$ cat config.mk
export PLATFORM = sky130hd
export DESIGN_NAME = pb_conditioner
export DESIGN_NICKNAME = d
export VERILOG_FILES = /design/src/rtl/pb_pkg.sv /design/src/rtl/pb_debounce_ch.sv /design/src/rtl/pb_conditioner.sv
export SDC_FILE = /design/constraint.sdc
export NUM_CORES = 1
export LEC_CHECK = 0
export ABC_AREA = 1
export BUFFER_PORTS_ARGS = -buffer_cell sky130_fd_sc_hd__buf_4
export CAP_MARGIN = 40
export CORE_MARGIN = 2
export CORE_UTILIZATION = 30
export CTS_CLUSTER_DIAMETER = 50
export DETAILED_ROUTE_END_ITERATION = 8
export HOLD_SLACK_MARGIN = 0.08
export PLACE_DENSITY = 0.51
export REMOVE_ABC_BUFFERS = 1
export SYNTH_ARGS = -nofsm -noshare
export SYNTH_HDL_FRONTEND = slang
export SYNTH_SLANG_ARGS = --single-unit
$ cat constraint.sdc
create_clock -name clk -period 1.2 [get_ports clk]
set_clock_uncertainty 0.05 [all_clocks]
set_input_delay 0 -clock clk [delete_from_list [all_inputs] [get_ports clk]]
set_output_delay 0 -clock clk [all_outputs]
set_load 0.01 [all_outputs]
$ cat src/rtl/pb_pkg.sv
// rtl/pb_pkg.sv - shared pb_word field layout and default parameters
package pb_pkg;

  localparam int PB_WORD_W               = 32;
  localparam int LEVEL_LSB               = 0;
  localparam int LEVEL_W                 = 8;
  localparam int CNT_LSB                 = 8;
  localparam int CNT_W                   = 4;
  localparam int CNT_FIELDS              = 4;
  localparam int DEFAULT_DEBOUNCE_CYCLES = 500000;
  localparam int DEFAULT_SYNC_STAGES     = 2;
  localparam int SW_W                    = 16;

endpackage

$ cat src/rtl/pb_debounce_ch.sv
// rtl/pb_debounce_ch.sv - one button: synchronizer, debounce, stable level, press counter
module pb_debounce_ch
  import pb_pkg::*;
#(
  parameter int DEBOUNCE_CYCLES = DEFAULT_DEBOUNCE_CYCLES,
  parameter int SYNC_STAGES     = DEFAULT_SYNC_STAGES
) (
  input  logic             clk,
  input  logic             reset_n,
  input  logic             key_n_raw,
  output logic             stable,
  output logic [CNT_W-1:0] press_cnt
);

  localparam int DB_W = (DEBOUNCE_CYCLES > 1) ? $clog2(DEBOUNCE_CYCLES) : 1;
  localparam logic [DB_W-1:0] DB_LAST = DB_W'(DEBOUNCE_CYCLES - 1);

  logic [SYNC_STAGES-1:0] sync_q, sync_d;
  logic [DB_W-1:0]        cnt_q, cnt_d;
  logic                   stable_q, stable_d;
  logic                   stable_dly_q, stable_dly_d;
  logic [CNT_W-1:0]       press_cnt_q, press_cnt_d;
  logic                   level;

  // Shift the raw key through the synchronizer; debounce the pressed level
  // and count a press one cycle after the stable level rises.
  always_comb begin
    sync_d       = {sync_q[SYNC_STAGES-2:0], key_n_raw};
    level        = ~sync_q[SYNC_STAGES-1];
    stable_d     = stable_q;
    cnt_d        = cnt_q;
    stable_dly_d = stable_q;
    press_cnt_d  = press_cnt_q;
    if (level == stable_q) begin
      cnt_d = '0;
    end else if (cnt_q == DB_LAST) begin
      stable_d = level;
      cnt_d    = '0;
    end else begin
      cnt_d = cnt_q + 1'b1;
    end
    if (stable_q && !stable_dly_q) begin
      press_cnt_d = press_cnt_q + 1'b1;
    end
  end

  // State registers; synchronizer resets to released so reset release is silent.
  always_ff @(posedge clk or negedge reset_n) begin
    if (!reset_n) begin
      sync_q       <= '1;
      cnt_q        <= '0;
      stable_q     <= 1'b0;
      stable_dly_q <= 1'b0;
      press_cnt_q  <= '0;
    end else begin
      sync_q       <= sync_d;
      cnt_q        <= cnt_d;
      stable_q     <= stable_d;
      stable_dly_q <= stable_dly_d;
      press_cnt_q  <= press_cnt_d;
    end
  end

  assign stable    = stable_q;
  assign press_cnt = press_cnt_q;

endmodule

$ cat src/rtl/pb_conditioner.sv
// rtl/pb_conditioner.sv - push-button debounce/press-count status word and switch synchronizer
module pb_conditioner
  import pb_pkg::*;
#(
  parameter int N_BTN           = 4,
  parameter int DEBOUNCE_CYCLES = DEFAULT_DEBOUNCE_CYCLES,
  parameter int SYNC_STAGES     = DEFAULT_SYNC_STAGES
) (
  input  logic                 clk,
  input  logic                 reset_n,
  input  logic [N_BTN-1:0]     key_n_raw,
  input  logic [SW_W-1:0]      sw_raw,
  output logic [PB_WORD_W-1:0] pb_word,
  output logic [SW_W-1:0]      sw_sync
);

  logic [N_BTN-1:0]                  stable_vec;
  logic [N_BTN-1:0][CNT_W-1:0]       press_cnt_arr;
  logic [LEVEL_W-1:0]                level_bits;
  logic [CNT_FIELDS-1:0][CNT_W-1:0]  cnt_fields;
  logic [SYNC_STAGES-1:0][SW_W-1:0]  sw_sync_q, sw_sync_d;
  logic [PB_WORD_W-1:0]              word;

  for (genvar i = 0; i < N_BTN; i++) begin : g_ch
    pb_debounce_ch #(
      .DEBOUNCE_CYCLES (DEBOUNCE_CYCLES),
      .SYNC_STAGES     (SYNC_STAGES)
    ) u_ch (
      .clk       (clk),
      .reset_n   (reset_n),
      .key_n_raw (key_n_raw[i]),
      .stable    (stable_vec[i]),
      .press_cnt (press_cnt_arr[i])
    );
  end

  for (genvar i = 0; i < LEVEL_W; i++) begin : g_lvl
    if (i < N_BTN) begin : g_on
      assign level_bits[i] = stable_vec[i];
    end else begin : g_off
      assign level_bits[i] = 1'b0;
    end
  end

  for (genvar i = 0; i < CNT_FIELDS; i++) begin : g_cnt
    if (i < N_BTN) begin : g_on
      assign cnt_fields[i] = press_cnt_arr[i];
    end else begin : g_off
      assign cnt_fields[i] = '0;
    end
  end

  // Pack flop outputs into the status word; unused fields read as zero.
  always_comb begin
    word                            = '0;
    word[LEVEL_LSB +: LEVEL_W]      = level_bits;
    word[CNT_LSB +: CNT_FIELDS*CNT_W] = cnt_fields;
  end

  // Next value of the switch synchronizer chain.
  always_comb begin
    sw_sync_d = {sw_sync_q[SYNC_STAGES-2:0], sw_raw};
  end

  // Switch synchronizer flops, cleared on reset.
  always_ff @(posedge clk or negedge reset_n) begin
    if (!reset_n) begin
      sw_sync_q <= '0;
    end else begin
      sw_sync_q <= sw_sync_d;
    end
  end

  assign pb_word = word;
  assign sw_sync = sw_sync_q[SYNC_STAGES-1];

endmodule

# Word level (Yosys, flattened, before mapping)
# Index checks and enable logic that the tools add are counted.
dict set report classes {
  n_bitwise 8
  n_mux 8
  add_sub_neg 8
  n_reduce_logical 12
  eq_ne 8
}
# cell n
set op_table {}
lappend op_table {{19-bit 2-to-1 mux} 8}
lappend op_table {{19-bit by 1-bit adder with 19-bit output, second input constant} 4}
lappend op_table {{19-bit equality test, second input constant} 4}
lappend op_table {{4-bit by 1-bit adder with 4-bit output, second input constant} 4}
lappend op_table {{1-bit inverter} 8}
lappend op_table {{2-bit AND reduction} 4}
lappend op_table {{1-bit equality test} 4}
lappend op_table {{1-bit logical AND} 4}
lappend op_table {{1-bit logical NOT} 4}
dict set report totals {
  out_inout_bits 48
  elab_cells 66
  regBits 140
}

# Longest topological paths before layout
# Gate-level depths: netlist of run 1.
dict set report logic_depth {
  word_depth 4
  mapped_depth 9
  depth_no_buf 9
}

# By module
# Synthesis of run 1 repeated with hierarchy kept, for this count alone.
dict set report hier_totals {
  cells_unflattened 673
  hier_area_um2 6590.1
}
# mod area_each_um2 seq_area_each_um2 cells_per_inst instances
set by_module_without_submodules {}
lappend by_module_without_submodules {pb_debounce_ch 1423.9 678.2 157 4}
lappend by_module_without_submodules {pb_conditioner 894.6 800.8 45 1}

# Worst setup path before layout of run 1
# No wires, ideal clock.
dict set report synth_path {
  path_kind {reg2reg}
  startpoint {register g_ch[3].u_ch.cnt_q[0]}
  endpoint {register g_ch[3].u_ch.cnt_q[18]}
  setup_slack_ns -0.112
  n_path_buf 0
  setup_time_ns 0.119
  synth_period_minus_slack_ns 1.312
  stages_incl_launch_ff 9
  arrival_time_ns 1.143
  path_cell_list {dfrtp_1 > ha_1 > nand2_1 > nor2_1 > nand2_2 > nor2_1 > nand3_1 > nand3_1 > nor2_1}
}
dict set report synth_between {
  elab_chain_cells 3
  elab_cells_between_ends 4
  classes_between {add/sub (1); eq/ne (1); mux (2)}
}
# item line
set synth_lines {}
lappend synth_lines {{start: declaration} pb_debounce_ch.sv:19} ;# logic [DB_W-1:0] cnt_q, cnt_d;
lappend synth_lines {{start signal: assignment} pb_debounce_ch.sv:57} ;# cnt_q <= cnt_d;
lappend synth_lines {{19-bit by 1-bit adder with 19-bit output / 19-bit equality test (equally long branches)} {pb_debounce_ch.sv:40, pb_debounce_ch.sv:36}}
lappend synth_lines {{19-bit 2-to-1 mux (*)} pb_debounce_ch.sv:36} ;# end else if (cnt_q == DB_LAST) begin
lappend synth_lines {{19-bit 2-to-1 mux (*)} pb_debounce_ch.sv:34} ;# if (level == stable_q) begin
lappend synth_lines {{via g_ch[3].u_ch.cnt_d[18]} pb_debounce_ch.sv:19}
# Mark *: on every way through the listed nets, which the timed path passes. The rest lies on a longest branch.
# A chain may end at the register's enable or synchronous reset.

# Worst setup path after layout of run 1
dict set report layout_path {
  startpoint {register g_ch[1].u_ch.cnt_q[1]}
  endpoint {register g_ch[1].u_ch.cnt_q[8]}
}
dict set report layout_between {
  elab_chain_cells 3
  elab_cells_between_ends 4
  classes_between {add/sub (1); eq/ne (1); mux (2)}
}
# item line
set layout_lines {}
lappend layout_lines {{start: declaration} pb_debounce_ch.sv:19}
lappend layout_lines {{start signal: assignment} pb_debounce_ch.sv:57}
lappend layout_lines {{19-bit by 1-bit adder with 19-bit output / 19-bit equality test (equally long branches)} {pb_debounce_ch.sv:40, pb_debounce_ch.sv:36}}
lappend layout_lines {{19-bit 2-to-1 mux (*)} pb_debounce_ch.sv:36}
lappend layout_lines {{19-bit 2-to-1 mux (*)} pb_debounce_ch.sv:34}
lappend layout_lines {{via g_ch[1].u_ch.cnt_d[8]} pb_debounce_ch.sv:19}
# Marks and branches as above.

==> flow_metrics.tcl, run 1 <==
set metrics [dict create \
    final_net_count 1067 \
    drcViolationCount 0 \
    min_period_over_period_pct 116 \
    switching_share_pct 22.5 \
    xor_xnor_share_of_the_synthesized_area_pct 6.63 \
    p_total_uw 11200 \
    cts.root.buffer_cell "clkbuf_16" \
    failing_checks "negative hold slack, negative setup slack" \
    yosys-mux-area-fraction_pct 0.682 \
    worst_ep_arrival_time_ps 1650 \
    power.share.combinational_pct 5.6 \
    rsz0062_at_grt "yes" \
    grt_use_met3_pct 2.65 \
    grt_most_used_layer "met2" \
    cell_internal_pwr_uw 8650 \
    num_antenna_cells 0 \
    finalWirelength_mm 16.2 \
    placement.io_buffers 57 \
    report.final.slew_viol_count 0 \
    drt-initial-drc-count 208 \
    required_time_of_the_worst_setup_path_ps 1460 \
    placeableCoreArea_um2 21800 \
    clockBufferDepth 2 \
    synth_compound_area_share_pct 2.25 \
    p_leak_uw 0.00485 \
    dp_slack_ps -295 \
    ctsHtreeMaxLevel 4 \
    cts_tree "yes" \
    timing.final.setup_violations 73 \
    holdCritPathClass "primary input to asynchronous set/reset pin" \
    sort_of_element_at_the_start_of_the_critical_path "flip-flop" \
    hold_violations 15 \
    hold_bufs_at_cts 21 \
    yosysUniqueCellTypes 29 \
    power.sequential.fraction_pct 43.9 \
    vias_per_cell 4.28 \
    grt_antenna_before_repair 0 \
    routed-via-count 5691 \
    mappedNetlistArea_um2 6610 \
    outcome "finished, violations left" \
    synthesis.yosys.warnings 0 \
    max_freq_mhz 717 \
    grt_use_total_pct 14.2 \
    syn2layout_area_growth_pct 60.4 \
    maxCapViolCount 0 \
    syn-instance-count 770 \
    total_switching_power_uw 2510 \
    clock_sinks 140 \
    hold_ws_ps -10.5 \
    path_class "flip-flop to flip-flop" \
    die_w_um 152 \
    power_density_over_the_cells_nw_per_um2 1050 \
    timing.final.ws_setup_ps -194 \
    place_hpwl_mm 10.5 \
    finalWeightedCongestion 0.842 \
    placementRows 54 \
    boundaryPins 70 \
    drtAntennaViolNets 0 \
    pin_count_of_the_biggest_net_entering_global_routing 45 \
    layout.cells.most_common_list "193 x buf_4, 128 x nor2_1, 117 x nand2_1, 117 x dfrtp_1, 63 x inv_1" \
    path_clk_slew_ps 60 \
    synth_fa_ha_area_share_pct 1.51 \
    synth_top_family_by_area "simple AND/OR/NAND/NOR gates" \
    final_common_cell "buf_4" \
    worstSetupEndpointType "flip-flop" \
    globalRouteMet1Util_pct 18.4 \
    drt_first_pass_iters 4 \
    floorplan.initialDensity_pct 30.4 \
    gr-usage-met2_pct 23.6 \
    detail_route.wl_per_cell_um 12.2 \
    finish.utilization_pct 48.7 \
    synth-seq-area-share_pct 53.2 \
    first_global_vias 5632 \
    post_synth_and_or_nand_nor_area_fraction_pct 29.1 \
    clock_power_share_pct 50.4 \
    critPathMaxFanout 6 \
    post_route_cells_drive_above_1_share_pct 45.2 \
    clk-insertion-delay-late_ps 420 \
    die_height_um 152 \
    syn-mean-instance-area_um2 8.58 \
    vdd.ir_drop.worst_uv 867 \
    synth-seq-cells 140 \
    total_cts_buffers 17 \
    globalRoute.totalOverflow 0 \
    die_area_um2 23200 \
    timing.reg2reg.worst_path_depth 7 \
    wire_length_of_the_first_global_routing_pass_mm 27.0 \
    clock_period_minus_final_worst_setup_slack_ps 1390 \
]
cells in the mapped netlist:
master    number  area share (%)
nor2_1       190              11
dfrtp_1      132              50
nor2_2         9            0.85
a21oi_1       12            0.91
nor3b_1        5            0.57
buf_4         17             1.9
mux2_2         4            0.68
o22ai_1        1           0.095
and3_1         2            0.19
xor2_1        25             3.3
nor2_4         8             1.4
nand4_1       13             1.2
o21ai_1        3            0.23
inv_1         73             4.1
nand3b_1       2            0.23
nand2_1      135             7.7
nand3_2        1            0.15
conb_1         1           0.057
inv_2          4            0.23
xnor2_1       25             3.3
nand2_2       14             1.3
nor3_1         3            0.23
dfstp_2        8             3.2
buf_2          4            0.30
o21ai_0        9            0.68
o21bai_1       3            0.34
nand3_1       57             4.3
and2_1         2            0.19
ha_1           8             1.5
critical path, cell delays in order, from the launching register on:
cell	delay, ps
dfrtp_1	440
ha_4	180
nand2_4	70
nor2_4	100
buf_6	110
nand3_4	140
nand2_8	160
nor2_2	40
metal layers:
metal	vias up	part of all wire, %	routed length, µm
li1	2913	-	-
met1	2682	45	7300
met2	74	50	8150
met3	22	2.6	414
met4	0	2.0	319
met5	-	0	0
kinds of logic after synthesis:
family | after synthesis
and+or+nand+nor | 441
other | 1
buffers and inverters | 98
adders and majority gates | 8
AOI/OAI and AO/OA | 28
DFF | 140
muxes | 4
xor gates and xnor gates | 50
flip-flops by register name, summed over array words and instances (netlist names):
register                count
g_ch.u_ch.cnt_q            76
g_ch.u_ch.press_cnt        16
sw_sync                    16
sw_sync_d                  16
g_ch.u_ch.sync_q            8
g_ch.u_ch.stable            4
g_ch.u_ch.stable_dly_q      4
power by group through the flow:
stage	sequential (µW)	combinational [µW]	clock, µW
after global routing	4910	703	5970
after global placement	4960	422	0
after CTS	4890	552	5800
final	4900	630	5630
after floorplan	4970	114	0
after detailed placement	4960	424	0
path summary, 6_finish.rpt:
path                                        from                endpoint  slack (ps)
hold reg to reg                    sw_sync_d[18]              sw_sync[2]         300
hold / removal                           reset_n  g_ch[0].u_ch.cnt_q[11]         -10
setup reg to reg           g_ch[1].u_ch.cnt_q[1]   g_ch[1].u_ch.cnt_q[8]        -190
min in group clk                       sw_raw[7]           sw_sync_d[23]         170
max in group asynchronous                reset_n  g_ch[3].u_ch.sync_q[1]         510
setup / recovery           g_ch[1].u_ch.cnt_q[1]   g_ch[1].u_ch.cnt_q[8]        -190
area by class of cell:
class | instances | area, µm²
multi-input cells | 543 | 3580
well taps | 280 | 350
fillers | 1999 | 11200
repair buffers | 257 | 2200
repair inverters | 1 | 5.00
inverters | 77 | 309
clock inverters | 12 | 188
flip-flops and latches | 140 | 3530
clock buffers | 20 | 437
metrics by stage:
stage | setup TNS, ps | cells | hold slack [ps] | cell area (µm²)
2_1_floorplan | -2330 | 760 | -346 | 6500
3_3_place_gp | -9880 | 1230 | -124 | 8330
3_5_place_dp | -11530 | 1230 | -125 | 8330
4_1_cts | -5830 | 1305 | -10.6 | 9890
5_1_grt | -14510 | 1330 | 2.74 | 10600
6_report | -7720 | 1330 | -10.5 | 10600
what timing repair did:
action	4_1_cts	5_1_grt
hold endpoints to repair	160	26
gates resized for setup	149	131
pin swaps	53	74
buffers inserted	22	27
endpoints found under the setup margin	79	91
gates cloned	0	1
No activity file was read; power rests on OpenSTA's default activity.
==> run 2, diff against run 1 <==
GPL_TIMING_DRIVEN = 0   (was not set)
SKIP_CTS_REPAIR_TIMING = 1   (was not set)
==> flow_metrics.tcl, run 2 (synthesized netlist as in run 1, its figures left out) <==
set metrics [dict create \
    outcome "finished, violations left" \
    failing_checks "negative setup slack" \
    met3_wirelength_um 383 \
    path_class "flip-flop to flip-flop" \
    detail_route.wl_per_cell_um 12.2 \
    dp_slack_ps -501 \
    multi_input_area_um2 3500 \
    die_height_um 152 \
    worst-slew-pin-transition_ps 606 \
    hold_violations 0 \
    reg2reg_slack_ps -230 \
    required_time_of_the_worst_setup_path_ps 1470 \
    timing.max_slew.rel_slack_pct 59.6 \
    drt-initial-drc-count 227 \
    seq_area_um2 3560 \
    critPathMaxFanout 4 \
    cts.root.buffer_cell "clkbuf_16" \
    grt_antenna_before_repair 0 \
    worstSetupEndpointType "flip-flop" \
    placement.io_buffers 57 \
    largest_register_ffs 76 \
    place_hpwl_mm 9.06 \
    finish.utilization_pct 43.3 \
    max_freq_mhz 701 \
    die_w_um 152 \
    top_layer_used "met4" \
    clock_period_minus_final_worst_setup_slack_ps 1430 \
    die_area_um2 23200 \
    wire_length_of_the_first_global_routing_pass_mm 23.1 \
    first_global_vias 4783 \
    placementRows 54 \
    register_ranked_first_by_flip_flop_count "g_ch.u_ch.cnt_q" \
    layout.cells.most_common_list "137 x nor2_1, 121 x nand2_1, 94 x buf_4, 92 x dfrtp_1, 63 x inv_1" \
    vias_per_cell 4.37 \
    report.final.slew_viol_count 0 \
    clockBufferDepth 2 \
    total_cts_buffers 17 \
    globalRoute.totalOverflow 0 \
    drcViolationCount 0 \
    routed-via-count 5230 \
    maxCapViolCount 0 \
    drtAntennaViolNets 0 \
    path_clk_slew_ps 60 \
    boundaryPins 70 \
    holdCritPathClass "primary input to asynchronous set/reset pin" \
    power_density_over_the_cells_nw_per_um2 1180 \
    placeableCoreArea_um2 21800 \
    syn2layout_area_growth_pct 42.5 \
    ctsHtreeMaxLevel 4 \
    final_net_count 935 \
    finalWeightedCongestion 0.802 \
    floorplan.initialDensity_pct 30.4 \
    p_leak_uw 0.00406 \
    met1Wirelength_mm 6.82 \
    clk-insertion-delay-late_ps 430 \
    drt_first_pass_iters 4 \
    min_period_over_period_pct 119 \
    num_antenna_cells 0 \
    fill_cell_instance_count_of_the_final_layout 2116 \
    rsz0062_at_grt "yes" \
    post_route_cells_drive_above_1_share_pct 37.8 \
    met2_wirelength_mm 7.17 \
    timing.final.setup_violations 73 \
    clock_sinks 140 \
    sort_of_element_at_the_start_of_the_critical_path "flip-flop" \
    grt_use_total_pct 12.2 \
    vdd.ir_drop.worst_uv 1020 \
    worst_ep_arrival_time_ps 1690 \
    final_common_cell "nor2_1" \
    pin_count_of_the_biggest_net_entering_global_routing 78 \
    finalWirelength_mm 14.7 \
    timing.final.ws_setup_ps -226 \
    cts_tree "yes" \
]
[run 2: metal layers]
metal | track usage, % | vias to the layer above
li1 | - | 2653
met1 | 16.5 | 2497
met2 | 18.9 | 60
met3 | 2.79 | 20
met4 | 5.20 | 0
met5 | 0 | -
[run 2: area by class of cell]
class                   count  share of cell area (%)
clock buffers              20                    4.96
clock inverters            12                    1.67
inverters                  77                    3.30
multi-input cells         543                    37.2
flip-flops and latches    140                    37.8
well taps                 280                    3.72
repair buffers            125                    11.3
repair inverters            1                  0.0664
[run 2: path summary, 6_finish.rpt]
path	startpoint	end	cells past startpoint
worst max-delay path	g_ch[2].u_ch.cnt_q[0]	g_ch[2].u_ch.cnt_q[10]	7
worst min-delay path	reset_n	g_ch[0].u_ch.cnt_q[14]	2
worst max register to register	g_ch[2].u_ch.cnt_q[0]	g_ch[2].u_ch.cnt_q[10]	7
worst min register to register	sw_sync_d[26]	sw_sync[10]	0
max in group asynchronous	reset_n	g_ch[3].u_ch.sync_q[0]	3
min in group clk	sw_raw[1]	sw_sync_d[17]	2
[run 2: critical path, cell delays in order (launching register included)]
cell and delay [ps]:
dfrtp_1 440, ha_4 190, nand2_4 80, nor2_4 130
nand2_4 90, nor2_4 160, xnor2_1 130, nor2_1 50
[run 2: per-stage QoR]
step | instance area, µm² | cells | power, µW | hold WS, ps | setup TNS (ps)
2_1_floorplan | 6500 | 760 | 5080 | -346 | -2330
3_3_place_gp | 7280 | 1097 | 5310 | 58.7 | -102760
3_5_place_dp | 7310 | 1098 | 5340 | -0.377 | -23820
4_1_cts | 7940 | 1130 | 11000 | -462 | -25090
5_1_grt | 9420 | 1198 | 11600 | 159 | -16170
6_report | 9420 | 1198 | 11100 | 86.8 | -9610
[run 2: where the power goes]
part	total, µW	internal [µW]	switching, µW
Sequential	4910	4830	74.9
Combinational	593	283	310
Clock	5570	3450	2110
==> run 3, diff against run 2 <==
--- a/config.mk
+++ b/config.mk
@@ -15,3 +15,2 @@
 export GPL_TIMING_DRIVEN = 0
-export HOLD_SLACK_MARGIN = 0.08
 export PLACE_DENSITY = 0.51
@@ -21,2 +20,3 @@
 export SYNTH_HDL_FRONTEND = slang
+export SYNTH_HIERARCHICAL = 1
 export SYNTH_SLANG_ARGS = --single-unit
==> constraint.sdc (replaced) <==
create_clock -name clk -period 1.2 [get_ports clk]
set_clock_uncertainty 0.05 [all_clocks]
set_input_delay 0.06 -clock clk [delete_from_list [all_inputs] [get_ports clk]]
set_output_delay 0.06 -clock clk [all_outputs]
set_load 0.01 [all_outputs]
==> flow_metrics.tcl, run 3 <==
set metrics [dict create \
    die_area_um2 23200 \
    placementRows 54 \
    finish.utilization_pct 42.3 \
    sort_of_element_at_the_start_of_the_critical_path "flip-flop" \
    synth_edf_count 0 \
    die_height_um 152 \
    die_w_um 152 \
    floorplan.initialDensity_pct 30.4 \
    critPathMaxStageDelay_ps 420 \
    critPathMaxFanout 4 \
    fin_area_um2 9180 \
    required_time_of_the_worst_setup_path_ps 1450 \
    timing.final.setup_violations 70 \
    power_density_over_the_cells_nw_per_um2 1150 \
    yosysUniqueCellTypes 28 \
    worst_ep_arrival_time_ps 1650 \
    post_synth_main_area_contributors "dfrtp_1 50%, nor2_1 7.7%, nand2_1 5.5%" \
    p_total_uw 10600 \
    grt_antenna_before_repair 0 \
    r2r-start "g_ch[1].u_ch/cnt_q[0]" \
    first_global_vias 4469 \
    num_antenna_cells 0 \
    timing.reg2reg.worst_path_depth 7 \
    finalWeightedCongestion 0.793 \
    clk-insertion-delay-late_ps 420 \
    holdCritPathClass "primary input to asynchronous set/reset pin" \
    largest_register_ffs 76 \
    path_clk_slew_ps 70 \
    cpLargestDelayFamily "simple AND/OR/NAND/NOR gates" \
    routed-via-count 4716 \
    report.final.slew_viol_count 0 \
    cts_tree "yes" \
    critPathBufInv 0 \
    reg2reg_slack_ps -210 \
    grt_use_total_pct 11.6 \
    layout.cells.most_common_list "112 x dfrtp_1, 101 x nor2_1, 95 x buf_4, 78 x nand2_1, 44 x nor2_4" \
    vdd.ir_drop.worst_uv 830 \
    min_period_over_period_pct 117 \
    placement.io_buffers 57 \
    p_leak_uw 0.00404 \
    final_net_count 850 \
    synth-seq-area-share_pct 53.3 \
    drt-initial-drc-count 219 \
    finalSetupTns_ps -8000 \
    register_ranked_first_by_flip_flop_count "g_ch.u_ch/cnt_q" \
    drtAntennaViolNets 0 \
    synth_top_cell_area_share_pct 50.1 \
    syn2layout_area_growth_pct 39.2 \
    rsz0062_at_grt "yes" \
    final_common_cell "dfrtp_1" \
    crit_chain "ha_4 -> nand2_4 -> nor2_4 -> nand2_4 -> nor2_8 -> xnor2_2 -> nor2_1" \
    critical_path.most_common_cell "nand2_4" \
    hold_ws_ps 101 \
    synth_top_cells_by_count "136 x nor2_1, 132 x dfrtp_1, 96 x nand2_1, 44 x inv_1, 36 x nand3_1" \
    place_hpwl_mm 8.89 \
    synth-seq-cells 140 \
    synthesis.yosys.warnings 6 \
    syn-mean-instance-area_um2 9.79 \
    maxCapViolCount 0 \
    drcViolationCount 0 \
    critical-path-slowest-cell "dfrtp_1" \
    timing.final.ws_setup_ps -206 \
    yosys.cell_count.top_type "nor2_1" \
    clock_sinks 140 \
    placeableCoreArea_um2 21700 \
    post_route_cells_drive_above_1_share_pct 43.3 \
    total_cts_buffers 17 \
    globalRoute.totalOverflow 0 \
    syn-instance-count 673 \
    max_freq_mhz 711 \
    placedInstanceArea_um2 7380 \
    hold_violations 0 \
    clockBufferDepth 2 \
    cts.root.buffer_cell "clkbuf_16" \
    synth_top_area_cell "dfrtp_1" \
    failing_checks "negative setup slack" \
    wire_length_of_the_first_global_routing_pass_mm 21.9 \
    clock_period_minus_final_worst_setup_slack_ps 1410 \
    outcome "finished, violations left" \
    ctsHtreeMaxLevel 4 \
    boundaryPins 70 \
    drt_first_pass_iters 4 \
    pin_count_of_the_biggest_net_entering_global_routing 52 \
    rr_endpoint "g_ch[1].u_ch/cnt_q[12]" \
    worstSetupEndpointType "flip-flop" \
    vias_per_cell 4.24 \
    path_class "flip-flop to flip-flop" \
    fraction_of_synthesis_flops_using_an_asynchronous_set_or_reset_pin_pct 100 \
    finalWirelength_mm 13.5 \
    detail_route.wl_per_cell_um 12.1 \
    mappedNetlistArea_um2 6590 \
    ys.flop_type "dfrtp_1" \
]
[run 3: cell types whose count changed after synthesis, sizes merged, moves of 3 or more]
| cell | before | now |
|---|---|---|
| nor2 | 207 | 176 |
| nand2 | 149 | 124 |
| inv | 77 | 60 |
| nand3 | 58 | 44 |
| buf | 21 | 12 |
| xor2 | 25 | 32 |
| xnor2 | 25 | 20 |
| o21a | 0 | 4 |
| o21bai | 3 | 0 |
| o22ai | 1 | 4 |
[run 3: final cells by class]
type	instances	area [µm²]
clock buffers	17	425
clock inverters	15	151
fillers	2117	12500
inverters	60	238
multi-input cells	472	3380
flip-flops and latches	140	3540
well taps	280	350
repair buffers	128	1090
repair inverters	1	5.00
[run 3: cell families (layout without fill, tap and decap cells)]
logic type | Yosys count | in the layout | synth area share (%)
XOR/XNOR | 52 | 52 | 7.37
other | 1 | 12 | 0.0569
adder cells (fa/ha/maj) | 8 | 8 | 1.52
flip-flops | 140 | 140 | 53.3
AND/OR/NAND/NOR | 364 | 364 | 29.4
buffers and inverters | 72 | 221 | 4.78
AO/OA/AOI/OAI | 32 | 32 | 2.89
multiplexers | 4 | 4 | 0.683
[run 3: through the flow]
step,setup slack (ps),std cells
global placement,-689,1009
detailed placement,-303,1011
CTS,-311,1043
floorplan,-74.3,672
finish,-206,1113
global route,-299,1113
[run 3: how the worst max path moves through the flow]
stage          cells past startpoint                      to                   from
5_1_grt                            8  g_ch[1].u_ch/cnt_q[16]  g_ch[1].u_ch/cnt_q[1]
4_1_cts                            6   g_ch[0].u_ch/cnt_q[5]  g_ch[0].u_ch/cnt_q[0]
3_5_place_dp                       6   g_ch[0].u_ch/cnt_q[5]  g_ch[0].u_ch/cnt_q[0]
6_report                           7  g_ch[1].u_ch/cnt_q[12]  g_ch[1].u_ch/cnt_q[0]
3_3_place_gp                       1              sw_sync[1]                reset_n
2_1_floorplan                      8  g_ch[0].u_ch/cnt_q[18]  g_ch[0].u_ch/cnt_q[0]
[run 3: worst register-to-register path: cells and delay by family, from the launching register on]
kind / cells / cell delay [ps]
AND/OR/NAND/NOR: 5 / 510
adder cells (fa/ha/maj): 1 / 180
XOR/XNOR: 1 / 120
flip-flops: 1 / 420
[run 3: report_power, final]
group          internal, µW  total [µW]  switching, µW
Sequential             4830        4910           73.5
Combinational           261         561            300
Clock                  2920        5120           2200
Total                  8020       10600           2570
[run 3: metal layers]
metal	vias up	global-route usage, %	part of all wire, %
met5	-	0	0
met4	0	4.01	1.4
met3	16	3.30	3.7
met2	70	17.6	47
met1	2233	15.8	48
li1	2397	-	-
